--- src/rtl/sdram_rd_arbiter.sv ---
// N-channel SDRAM read arbiter: edge-queued requests, fixed or round-robin
// grant, per-channel multi-word bursts, loader pass-through when idle.
module sdram_rd_arbiter #(
    parameter int  CHANNELS  = 4,
    parameter int  AW        = 25,
    parameter int  DW        = 16,
    parameter int  MAX_WORDS = 2,
    localparam int WW        = $clog2(MAX_WORDS) + 1,
    localparam int GW        = (CHANNELS > 1) ? $clog2(CHANNELS) : 1
) (
    input  logic                             clk_sys,
    input  logic                             reset,
    input  logic                             rr_mode,
    input  logic [CHANNELS-1:0]              ch_req,
    input  logic [CHANNELS*AW-1:0]           ch_addr,
    input  logic [CHANNELS*WW-1:0]           ch_words,
    output logic [CHANNELS*MAX_WORDS*DW-1:0] ch_data,
    output logic [CHANNELS-1:0]              ch_valid,
    output logic [CHANNELS-1:0]              ch_busy,
    output logic [CHANNELS-1:0]              ch_overrun,
    input  logic                             load,
    input  logic [AW-1:0]                    load_addr,
    input  logic [DW-1:0]                    load_din,
    input  logic                             load_wr,
    output logic                             load_wait,
    output logic [AW-1:0]                    mem_addr,
    output logic [DW-1:0]                    mem_din,
    output logic                             mem_rd,
    output logic                             mem_we,
    input  logic [DW-1:0]                    mem_dout,
    input  logic                             mem_ready
);

    typedef enum logic [1:0] {IDLE, ISSUE, WAIT} state_t;

    state_t                          state_q;
    logic [CHANNELS-1:0]             prev_q;
    logic [CHANNELS-1:0]             pending_q;
    logic [CHANNELS-1:0]             pending_d;
    logic [CHANNELS-1:0]             valid_q;
    logic [CHANNELS-1:0]             ovr_q;
    logic [GW-1:0]                   grant_q;
    logic [GW-1:0]                   last_grant_q;
    logic [WW-1:0]                   idx_q;
    logic [CHANNELS*MAX_WORDS*DW-1:0] data_q;

    logic [CHANNELS-1:0] rise;
    logic [CHANNELS-1:0] clr;
    logic [AW-1:0]       addr_sel;
    logic [AW-1:0]       cur_addr;
    logic [WW-1:0]       words_sel;
    logic [WW-1:0]       words_eff;
    logic                last_word;
    logic                done;
    logic [GW-1:0]       nxt_grant;
    logic [GW-1:0]       cand_g;
    logic                found;
    int                  cand;

    assign rise      = ch_req & ~prev_q;
    assign addr_sel  = ch_addr[int'(grant_q)*AW +: AW];
    assign words_sel = ch_words[int'(grant_q)*WW +: WW];
    assign cur_addr  = addr_sel + AW'({idx_q, 1'b0});

    always_comb begin
        if (words_sel == '0)
            words_eff = WW'(1);
        else if (words_sel > WW'(MAX_WORDS))
            words_eff = WW'(MAX_WORDS);
        else
            words_eff = words_sel;
    end

    assign last_word = idx_q >= (words_eff - WW'(1));
    assign done      = (state_q == WAIT) && mem_ready && last_word;
    assign clr       = done ? (CHANNELS'(1) << grant_q) : '0;
    assign pending_d = (pending_q | (rise & ~pending_q & {CHANNELS{~load}})) & ~clr;

    // Round-robin search starts just after the last served channel.
    always_comb begin
        nxt_grant = '0;
        found     = 1'b0;
        cand      = 0;
        cand_g    = '0;
        for (int k = 0; k < CHANNELS; k++) begin
            cand   = rr_mode ? (int'(last_grant_q) + 1 + k) % CHANNELS : k;
            cand_g = GW'(cand);
            if (!found && pending_q[cand_g]) begin
                nxt_grant = cand_g;
                found     = 1'b1;
            end
        end
    end

    always_ff @(posedge clk_sys) begin
        if (reset) begin
            state_q      <= IDLE;
            prev_q       <= '0;
            pending_q    <= '0;
            valid_q      <= '0;
            ovr_q        <= '0;
            grant_q      <= '0;
            last_grant_q <= GW'(CHANNELS - 1);
            idx_q        <= '0;
            data_q       <= '0;
        end else begin
            prev_q    <= ch_req;
            pending_q <= pending_d;
            valid_q   <= '0;
            ovr_q     <= rise & pending_q & {CHANNELS{~load}};
            case (state_q)
                IDLE: begin
                    if (!load && |pending_q) begin
                        grant_q <= nxt_grant;
                        idx_q   <= '0;
                        state_q <= ISSUE;
                    end
                end
                ISSUE: state_q <= WAIT;
                WAIT: begin
                    if (mem_ready) begin
                        data_q[(int'(grant_q)*MAX_WORDS + int'(idx_q))*DW +: DW] <= mem_dout;
                        if (last_word) begin
                            valid_q[grant_q] <= 1'b1;
                            last_grant_q     <= grant_q;
                            state_q          <= IDLE;
                        end else begin
                            idx_q   <= idx_q + WW'(1);
                            state_q <= ISSUE;
                        end
                    end
                end
                default: state_q <= IDLE;
            endcase
        end
    end

    always_comb begin
        mem_addr = '0;
        mem_din  = '0;
        mem_we   = 1'b0;
        mem_rd   = 1'b0;
        case (state_q)
            IDLE: begin
                if (load) begin
                    mem_addr = load_addr;
                    mem_din  = load_din;
                    mem_we   = load_wr;
                end
            end
            ISSUE: begin
                mem_rd   = 1'b1;
                mem_addr = cur_addr;
            end
            WAIT:    mem_addr = cur_addr;
            default: mem_addr = '0;
        endcase
    end

    assign load_wait  = load && (state_q != IDLE);
    assign ch_data    = data_q;
    assign ch_valid   = valid_q;
    assign ch_busy    = pending_q;
    assign ch_overrun = ovr_q;

endmodule

--- config.mk ---
export PLATFORM = sky130hd
export DESIGN_NAME = sdram_rd_arbiter
export DESIGN_NICKNAME = d
export VERILOG_FILES = /design/src/rtl/sdram_rd_arbiter.sv
export SDC_FILE = /design/constraint.sdc
export NUM_CORES = 1
export LEC_CHECK = 0
export CELL_PAD_IN_SITES_DETAIL_PLACEMENT = 1
export CELL_PAD_IN_SITES_GLOBAL_PLACEMENT = 1
export CORE_AREA = 2 2 138 140
export DETAILED_ROUTE_END_ITERATION = 6
export DIE_AREA = 0 0 140 142
export DONT_BUFFER_PORTS = 1
export PLACE_DENSITY_LB_ADDON = 0.1
export SETUP_SLACK_MARGIN = 0.4
export SYNTH_ARGS = -nofsm -noshare
export SYNTH_HDL_FRONTEND = slang
export SYNTH_SLANG_ARGS = --single-unit
--- constraint.sdc ---
create_clock -name clk_sys -period 4.5 [get_ports clk_sys]
set_clock_uncertainty 0.2 [all_clocks]
set_input_delay 0.45 -clock clk_sys [delete_from_list [all_inputs] [get_ports clk_sys]]
set_output_delay 0.45 -clock clk_sys [all_outputs]
set_load 0.02 [all_outputs]
==> results of run 1 <==
-- worst reg2reg max path, stage by stage (launching register included) --
cell and delay, ns:
dfxtp_1 0.45, ha_1 0.25, inv_1 0.06, ha_1 0.36, nor3_1 0.22, ha_1 0.31
nand4b_1 0.15, nand4bb_1 0.15, buf_4 0.24, or3_1 0.83, mux2i_1 0.30, nor2_1 0.06
-- per-layer routing --
layer | GRT usage, % | part of all wire (%)
met1 | 24.88 | 35
met5 | 0 | 0
met3 | 8.176 | 7.9
met2 | 47.73 | 55
met4 | 8.719 | 2.5
-- logic make-up after synthesis --
group	count (synthesis)	share of synthesized area (%)
and+or+nand+nor	356	23.08
DFF	152	39.53
AOI/OAI and AO/OA	125	9.493
muxes	114	19.31
buffers and inverters	77	4.551
xor gates and xnor gates	16	1.821
adders and majority gates	13	2.211
-- layout make-up --
| class | count | area, um2 |
|---|---|---|
| tap | 234 | 292.8 |
| clock buffer | 18 | 439.2 |
| sequential | 152 | 3048 |
| timing repair buffer | 43 | 401.6 |
| fill | 2099 | 9707 |
| inverter | 16 | 60.06 |
| clock inverter | 14 | 202.7 |
| multi-input combinational | 624 | 4304 |
-- placed cells by master, fill, tap and decap left out, types with 4 or more instances in the layout --
cell type and n:
dfxtp_1 150, nor2_1 111, nand2_1 104, mux2i_1 87, a21oi_1 60, and2_1 37
o21ai_0 28, dlygate4sd3_1 22, mux4_2 21, nand3_1 20, and3_1 19, buf_4 19
clkbuf_16 17, inv_1 16, xnor2_1 15, ha_1 12, nor3_1 11, a22oi_1 10
nor2b_1 7, nor4_1 7, mux4_1 5, nor3b_1 5, a311oi_1 5, or3_1 4
inv_8 4, inv_6 4
-- metrics by stage --
stage               hold slack [ns]  power [W]  utilization (%)  std cells  setup slack [ns]
finish                      0.01082   0.004144            47.40       1101            0.5173
global route               0.008419   0.004334            47.40       1101            0.3400
CTS                        0.006152   0.004171            47.16       1096            0.3562
detailed placement           0.2956   0.002575            42.26       1039            0.6015
global placement             0.2710   0.002539            42.26       1039            0.8210
floorplan                    0.2566   0.002332                -        853            0.8370
-- timing repair --
item	4_1_cts	5_1_grt
buffers inserted	2	5
gates resized for setup	0	3
pin swaps	1	0
endpoints found under the setup margin	1	38
endpoints found under the hold margin	148	0
hold buffers	23	0
-- how the worst min path moves through the flow --
stage	to	slack, ns	cells past startpoint
after floorplan	ch_overrun[1]	0.26	3
after global placement	ch_overrun[1]	0.27	3
after detailed placement	ch_overrun[1]	0.30	3
after CTS	ch_overrun[0]	0.006	1
after global routing	ch_overrun[0]	0.008	1
final	ch_overrun[0]	0.01	1
-- power groups by stage --
stage                     logic, W  clock network [W]  registers [W]
final                      0.00118            0.00156        0.00141
after global routing       0.00128            0.00164        0.00142
after CTS                  0.00118            0.00158        0.00142
after detailed placement   0.00113                  0        0.00145
after global placement     0.00110                  0        0.00144
after floorplan           0.000907                  0        0.00142
-- Yosys cell counts, types with 3 or more instances --
cell / n / area, um2
ha_1: 12 / 150.1
nor2b_1: 7 / 43.79
mux2i_1: 87 / 870.8
and3_1: 19 / 118.9
nor3b_1: 5 / 37.54
inv_1: 16 / 60.06
nand4_1: 3 / 18.77
buf_4: 4 / 30.03
dfxtp_1: 152 / 3043
nand3b_1: 3 / 22.52
and2_1: 37 / 231.5
or3_1: 4 / 25.02
clkbuf_1: 44 / 165.2
a22oi_1: 10 / 75.07
nand3_1: 20 / 100.1
buf_2: 9 / 45.04
o211ai_1: 3 / 22.52
a21oi_1: 60 / 300.3
mux4_1: 5 / 131.4
mux4_2: 21 / 473.0
o21ai_1: 3 / 15.01
nand2_1: 104 / 390.4
nor3_1: 11 / 55.05
o21ai_0: 28 / 140.1
nor2_1: 111 / 416.7
nor4_1: 7 / 43.79
a311oi_1: 5 / 43.79
xnor2_1: 15 / 131.4
-- registers in the layout, summed over array words and instances (netlist names), 4 cells and up --
name,count
ch_busy,4
ch_data,128
ch_overrun,4
ch_valid,4
prev_q,4
==> results.toml, run 1 <==
[timing]
setup_viol = 0
final_max_slew_viol_count = 0
rsz0062_at_grt = "true"
period_share_pct = 88.50
tightest_slew_ns = 1.158
finalHoldViolCount = 0
fin_setup_tns_ns = 0
fmax_mhz = 251.1
relSlewSlack_pct = 22.82
fin_crit_ns = 3.983

[synth]
synth.lib_cells_used.distinct = 65
syn_area_um2 = 7697
ys.flop_type = "dfxtp_1"
ys_seq_area_share_pct = 39.53
avgSynthCellArea_um2 = 9.024
synth_edf_count = 0
netlist_instances = 853
syn_nets = 1041
ys_warn_count = 0
ys_seq_elements = 152
async_flop_share_pct = 0

[setup_path]
max_stage_delay_ns = 0.41
cp_slowest_cell = "dfxtp_1"
crit_path_max_fanout = 29
critPathLaunch = "grant_q[1]"
cp_cell_sequence = "buf_6, mux4_2, ha_1, a21o_1, nand4_1, nor4_4, buf_4, mux2i_1, nand3_1"
r2r_slack_ns = 0.78
start_kind = "flip-flop"
worstReg2RegEnd = "ch_data[96]"
worstPathArrival_ns = 3.33
worstReg2RegStart = "idx_q[1]"
critical_path_class = "reg2out"
crit_buf_inv = 2
r2r.worst_path.cells = 11
crit_path_end = "mem_addr[22]"
critPathTopFamily = "simple AND/OR/NAND/NOR gates"
cp.required_ns = 3.85
endpoint_kind = "output port"
cp.depth = 9

[drt]
ant_nets = 0
dr.pass1.iters = 7
drtIter0Drc = 276
drc = 26
viasPerCell = 5.819
num_vias = 6407
wl_um = 25400
wl_per_cell_um = 23.07

[place]
hpwl_um = 18730
io_buffers = 0
gp_congestion = 0.9109
placed_area_um2 = 7799

[grt]
grt_pass1_vias = 6739
grt_pass1_wl_um = 38050
antenna_found_initial = 0
grt_max_degree = 149
overflow = 0
grt.total_usage_pct = 24.75

[floorplanning]
start_util_pct = 41.71
row_count = 50
dieArea_um2 = 19880
die_w_um = 140
coreArea_um2 = 18460
ios = 359
dieHeight_um = 142

[clock_tree]
cts_sinks = 152
numCtsBuffers = 17
cts_tree = "done"
root_buffer = "clkbuf_16"
clkTransAtPathRegs_ns = 0.07
cts.path.max_buffers = 2
htree_levels = 4
clk_latency_ns = 0.44

[cells_and_area]
antenna_cells_inserted = 0
fin_nets = 1042
layout-drive-gt1-share_pct = 10.38
area_growth_pct = 13.65
finalInstanceArea_um2 = 8748

[min_path]
holdCritStartpoint = "ch_req[0]"
hold_path_class = "in2reg"

[power]
p_switching_w = 0.001494
netSwitchingFraction_pct = 36.05
peakVddDrop_uv = 296.1
intPower_w = 0.002650
p_per_area_nw_per_um2 = 473.7
p_leak_nw = 3.251
clkPwrFrac_pct = 37.5
seqPwrFrac_pct = 34.1
power.share.combinational_pct = 28.4

[run_status]
violations = "design-rule violations"
status = "finished, violations left"

[flow_run]
cap_violations = 0
Note: power is estimated with default switching activity, not from simulation.
==> run 2, diff against run 1 <==
Settings changed: ABC_AREA set to 1, CORE_AREA 2 2 138 140 to unset, CORE_UTILIZATION set to 43, DIE_AREA 0 0 140 142 to unset.
==> results.toml, run 2 <==
[run_status]
status = "finished, violations left"
violations = "design-rule violations"

[synth]
synth-adder-area-share_pct = 2.125
synth_top_family_by_area = "simple AND/OR/NAND/NOR gates"
yosys.area.top_type_share_pct = 37.99
synth-xor-area-share_pct = 0.1094
syn_area_um2 = 8009
synthMuxAreaShare_pct = 0
synthSimpleGateAreaFrac_pct = 29.76
ys.flop_type = "dfxtp_1"
syn_nets = 1396
avgSynthCellArea_um2 = 6.630
ys_seq_elements = 152
netlist_instances = 1208
synth.lib_cells_used.distinct = 41
synth_edf_count = 0
yosysMostFrequentCell = "nand2_1"
synthTopCellsByArea = "dfxtp_1 38%, nand2_1 14%, a21oi_1 7.8%, o21ai_0 7.4%, nor2_1 6.8%"
ys_seq_area_share_pct = 37.99
synth-compound-area-share_pct = 19.53
synth.cells.most_frequent = "289 x nand2_1, 152 x dfxtp_1, 145 x nor2_1"
async_flop_share_pct = 0
ys_warn_count = 0
synth_area_leader_cell = "dfxtp_1"

[timing]
finalHoldViolCount = 0
setup_viol = 0
fin_setup_tns_ns = 0
hold_ws_ns = 0.02200
rsz0062_at_grt = "true"
period_share_pct = 86.61
tightest_slew_ns = 1.074
fin_crit_ns = 3.897
relSlewSlack_pct = 28.16
fmax_mhz = 256.6
final_max_slew_viol_count = 0

[drt]
dr.pass1.iters = 7
viasPerCell = 5.529
wl_per_cell_um = 20.30
drtIter0Drc = 463
wl_um = 29720
ant_nets = 0
drc = 47
num_vias = 8095

[setup_path]
crit_path_end = "mem_addr[17]"
critical_path_class = "reg2out"
start_kind = "flip-flop"
endpoint_kind = "output port"
worstReg2RegStart = "idx_q[0]"
worstReg2RegEnd = "ch_data[15]"
crit_path_max_fanout = 29
worstPathArrival_ns = 3.25
critPathLaunch = "grant_q[1]"
cp.required_ns = 3.85
r2r_slack_ns = 0.95
r2r.worst_path.cells = 10

[min_path]
hold_path_class = "in2reg"

[clock_tree]
clk_latency_ns = 0.43
numCtsBuffers = 17
cts_tree = "done"
htree_levels = 4
root_buffer = "clkbuf_16"
cts_sinks = 152
cts.path.max_buffers = 2
clkTransAtPathRegs_ns = 0.07

[floorplanning]
dieHeight_um = 138.5
dieArea_um2 = 19180
die_w_um = 138.5
coreArea_um2 = 18090
row_count = 49
start_util_pct = 44.28
ios = 359

[place]
gp_congestion = 0.8738
hpwl_um = 21680
io_buffers = 0

[grt]
grt_pass1_wl_um = 46390
overflow = 0
grt_max_degree = 59
grt.total_usage_pct = 30.72
antenna_found_initial = 0
grt_pass1_vias = 8368

[cells_and_area]
fill_cells = 2416
final_common_cell = "nand2_1"
area_growth_pct = 13.86
antenna_cells_inserted = 0
ff_latch_area_um2 = 3050
multiInputGateArea_um2 = 4143
fin_nets = 1410
layout-drive-gt1-share_pct = 8.988
final_cell_mix = "289 x nand2_1, 150 x dfxtp_1, 143 x nor2_1"
largest_register_ffs = 128

[power]
peakVddDrop_uv = 342.9
p_per_area_nw_per_um2 = 540.5
p_leak_nw = 4.035

[flow_run]
cap_violations = 0
## run 2: changes by cell type after synthesis, sizes merged, moves of 37 or more
| cell | change |
|---|---|
| inv | +110 |
| o21ai | +88 |
| nand3 | +69 |
| nor2 | +47 |
| a21oi | +65 |
| nand2 | +195 |
| mux2i | -87 |
| and2 | -37 |
## run 2: report_power, final
| group | total, W | switching, W | internal, W |
|---|---|---|---|
| registers | 0.00147 | 0.0000842 | 0.00139 |
| clock network | 0.00150 | 0.000693 | 0.000807 |
| logic | 0.00195 | 0.00139 | 0.000569 |
| total | 0.00493 | 0.00216 | 0.00277 |
## run 2: logic make-up after synthesis
logic type | count (synthesis)
buffers and inverters | 192
XOR/XNOR | 1
AO/OA/AOI/OAI | 287
AND/OR/NAND/NOR | 563
flip-flops | 152
adder cells (fa/ha/maj) | 13
## run 2: area by class of cell
type | instances | area share [%]
Inverter | 127 | 5.324
Multi-Input combinational cell | 864 | 45.43
Tap cell | 229 | 3.142
Clock inverter | 15 | 2.250
Sequential cell | 152 | 33.45
Timing Repair Buffer | 60 | 5.735
Clock buffer | 17 | 4.665
## run 2: worst max-delay path: stages (launching register included)
cell     delay (ns)
dfxtp_4        0.44
buf_8          0.24
nor2_8         0.08
a22oi_1        0.17
nand3_1        0.11
ha_1           0.23
fa_1           0.48
inv_1          0.14
nor2_2         0.07
nand2_1        0.14
inv_2          0.08
nand3_1        0.08
nand3_1        0.13
a21oi_1        0.24
buf_4          0.20
## run 2: worst min-delay path by stage
stage | startpoint | end | slack [ns] | cells after the start
global placement | prev_q[3] | ch_overrun[3] | 0.27 | 3
global route | ch_req[0] | ch_overrun[0] | 0.01 | 2
floorplan | prev_q[3] | ch_overrun[3] | 0.26 | 3
finish | mem_dout[12] | ch_data[28] | 0.02 | 2
detailed placement | prev_q[3] | ch_overrun[3] | 0.28 | 3
CTS | mem_dout[12] | ch_data[28] | 0.006 | 2
## run 2: metal layers
layer	wire [um]	vias to the layer above	global-route usage (%)
li1	-	3966	-
met1	12170	3772	35.56
met2	14170	297	52.66
met3	2398	60	9.699
met4	979	0	12.06
met5	0	-	0
## run 2: stage by stage
stage / setup WS, ns / instances / utilization [%] / total power, W / cell area (um2)
after floorplan: 1.480 / 1208 / - / 0.002804 / 8009
after global placement: 0.8397 / 1408 / 45.46 / 0.003365 / 8222
after detailed placement: 0.8260 / 1408 / 45.46 / 0.003393 / 8222
after CTS: 0.4225 / 1462 / 50.27 / 0.004927 / 9091
after global routing: 0.3687 / 1464 / 50.42 / 0.005186 / 9119
final: 0.6028 / 1464 / 50.42 / 0.004929 / 9119
## run 2: what timing repair did
item | in CTS | in global routing
setup buffers | 0 | 2
gates resized for setup | 2 | 4
cloned | 0 | 0
endpoints found under the hold margin | 53 | 0
pin swaps | 0 | 1
hold buffers | 22 | 0
setup endpoints to repair | 2 | 10
==> run 3, diff against run 2 <==
Settings changed: RECOVER_POWER set to 50.
==> results.toml, run 3 (synthesis results as in run 2) <==
[run_status]
status = "finished, violations left"
violations = "design-rule violations, max-capacitance violations, max-slew violations"

[floorplanning]
ios = 359
coreArea_um2 = 18090
dieHeight_um = 138.5
start_util_pct = 44.28
die_w_um = 138.5
row_count = 49
dieArea_um2 = 19180

[timing]
fin_crit_ns = 3.897
relSlewSlack_pct = -51.40
final_max_slew_viol_count = 46
hold_ws_ns = 0.01854
fin_setup_tns_ns = 0
period_share_pct = 86.61
setup_viol = 0
rsz0062_at_grt = "true"
tightest_slew_ns = 2.271
finalHoldViolCount = 0
fmax_mhz = 256.6

[grt]
grt_pass1_vias = 8368
overflow = 0
grt.total_usage_pct = 30.72
grt_pass1_wl_um = 46390
grt_max_degree = 59
antenna_found_initial = 0

[drt]
drc = 46
wl_per_cell_um = 20.31
num_vias = 8103
ant_nets = 0
drtIter0Drc = 472
wl_um = 29740
dr.pass1.iters = 7
viasPerCell = 5.535

[cells_and_area]
fin_nets = 1410
area_growth_pct = 13.61
fin_cells = 1464
final_cell_mix = "289 x nand2_1, 150 x dfxtp_1, 143 x nor2_1"
final_common_cell = "nand2_1"
antenna_cells_inserted = 0
largest_register_ffs = 128
fill_cells = 2421
final_core_util_pct = 50.31
layout-drive-gt1-share_pct = 8.826

[flow_run]
cap_violations = 1

[clock_tree]
numCtsBuffers = 17
htree_levels = 4
clk_latency_ns = 0.43
root_buffer = "clkbuf_16"
clkTransAtPathRegs_ns = 0.08
cts_sinks = 152
cts_tree = "done"
cts.path.max_buffers = 2

[place]
dp_cells = 1408
gp_congestion = 0.8738
hpwl_um = 21680
io_buffers = 0

[setup_path]
worstPathArrival_ns = 3.25
critical_path_class = "reg2out"
cp.required_ns = 3.85
start_kind = "flip-flop"
crit_path_max_fanout = 29
endpoint_kind = "output port"

[power]
peakVddDrop_uv = 342.8
p_leak_nw = 4.023
p_per_area_nw_per_um2 = 541.2
total_power_w = 0.004924

[min_path]
hold_path_class = "in2reg"
## run 3: cell count changes in the layout (fill, tap and decap cells not counted)
cell,change
buf_12,-1
buf_4,-1
clkbuf_1,+2
## run 3: what timing repair did
| item | 4_1_cts | 5_1_grt |
|---|---|---|
| hold buffers | 22 | 0 |
| gates resized for setup | 2 | 4 |
| hold endpoints to repair | 53 | 0 |
| pin swaps | 0 | 1 |
| endpoints found under the setup margin | 2 | 10 |
| buffers inserted | 0 | 2 |
## run 3: metal layers
layer / vias to the layer above / GRT usage (%) / wire, um
met2: 299 / 52.66 / 14170
met1: 3785 / 35.56 / 12200
li1: 3961 / - / -
met3: 58 / 9.699 / 2398
met4: 0 / 12.06 / 973
met5: - / 0 / 0
## run 3: area by class of cell
cell class | instances | area, um2 | area share, %
Clock inverter | 15 | 205.2 | 2.255
Clock buffer | 17 | 425.4 | 4.675
Inverter | 127 | 485.5 | 5.336
Tap cell | 229 | 286.5 | 3.149
Timing Repair Buffer | 60 | 503.0 | 5.528
Sequential cell | 152 | 3050 | 33.53
Multi-Input combinational cell | 864 | 4143 | 45.53
## run 3: worst max-delay path, cell delays in order (launching register included)
cell and delay [ns]:
dfxtp_4 0.44, buf_8 0.24, nor2_8 0.08, a22oi_1 0.17, nand3_1 0.11, ha_1 0.23
fa_1 0.48, inv_1 0.14, nor2_2 0.07, nand2_1 0.14, inv_2 0.08, nand3_1 0.08
nand3_1 0.13, a21oi_1 0.24, buf_4 0.20
## run 3: final timing paths
kind	to	start	depth (start not counted)	slack, ns
max	mem_addr[17]	grant_q[1]	14	0.60
min	ch_overrun[0]	ch_req[0]	2	0.02
min reg2reg	ch_overrun[3]	prev_q[3]	3	0.31
max reg2reg	ch_data[63]	idx_q[1]	14	0.88
## run 3: per-stage QoR
stage          worst slack, ns  cell area (um2)
2_1_floorplan            1.480             8009
3_3_place_gp            0.8397             8222
3_5_place_dp            0.8260             8222
4_1_cts                 0.4225             9091
5_1_grt                 0.3688             9099
6_report                0.6026             9099
## run 3: power breakdown
part           internal (W)  leakage, nW  total [W]  switching [W]
combinational      0.000565         2.50    0.00195        0.00139
clock              0.000807        0.299    0.00150       0.000692
sequential          0.00139         1.23    0.00147      0.0000842
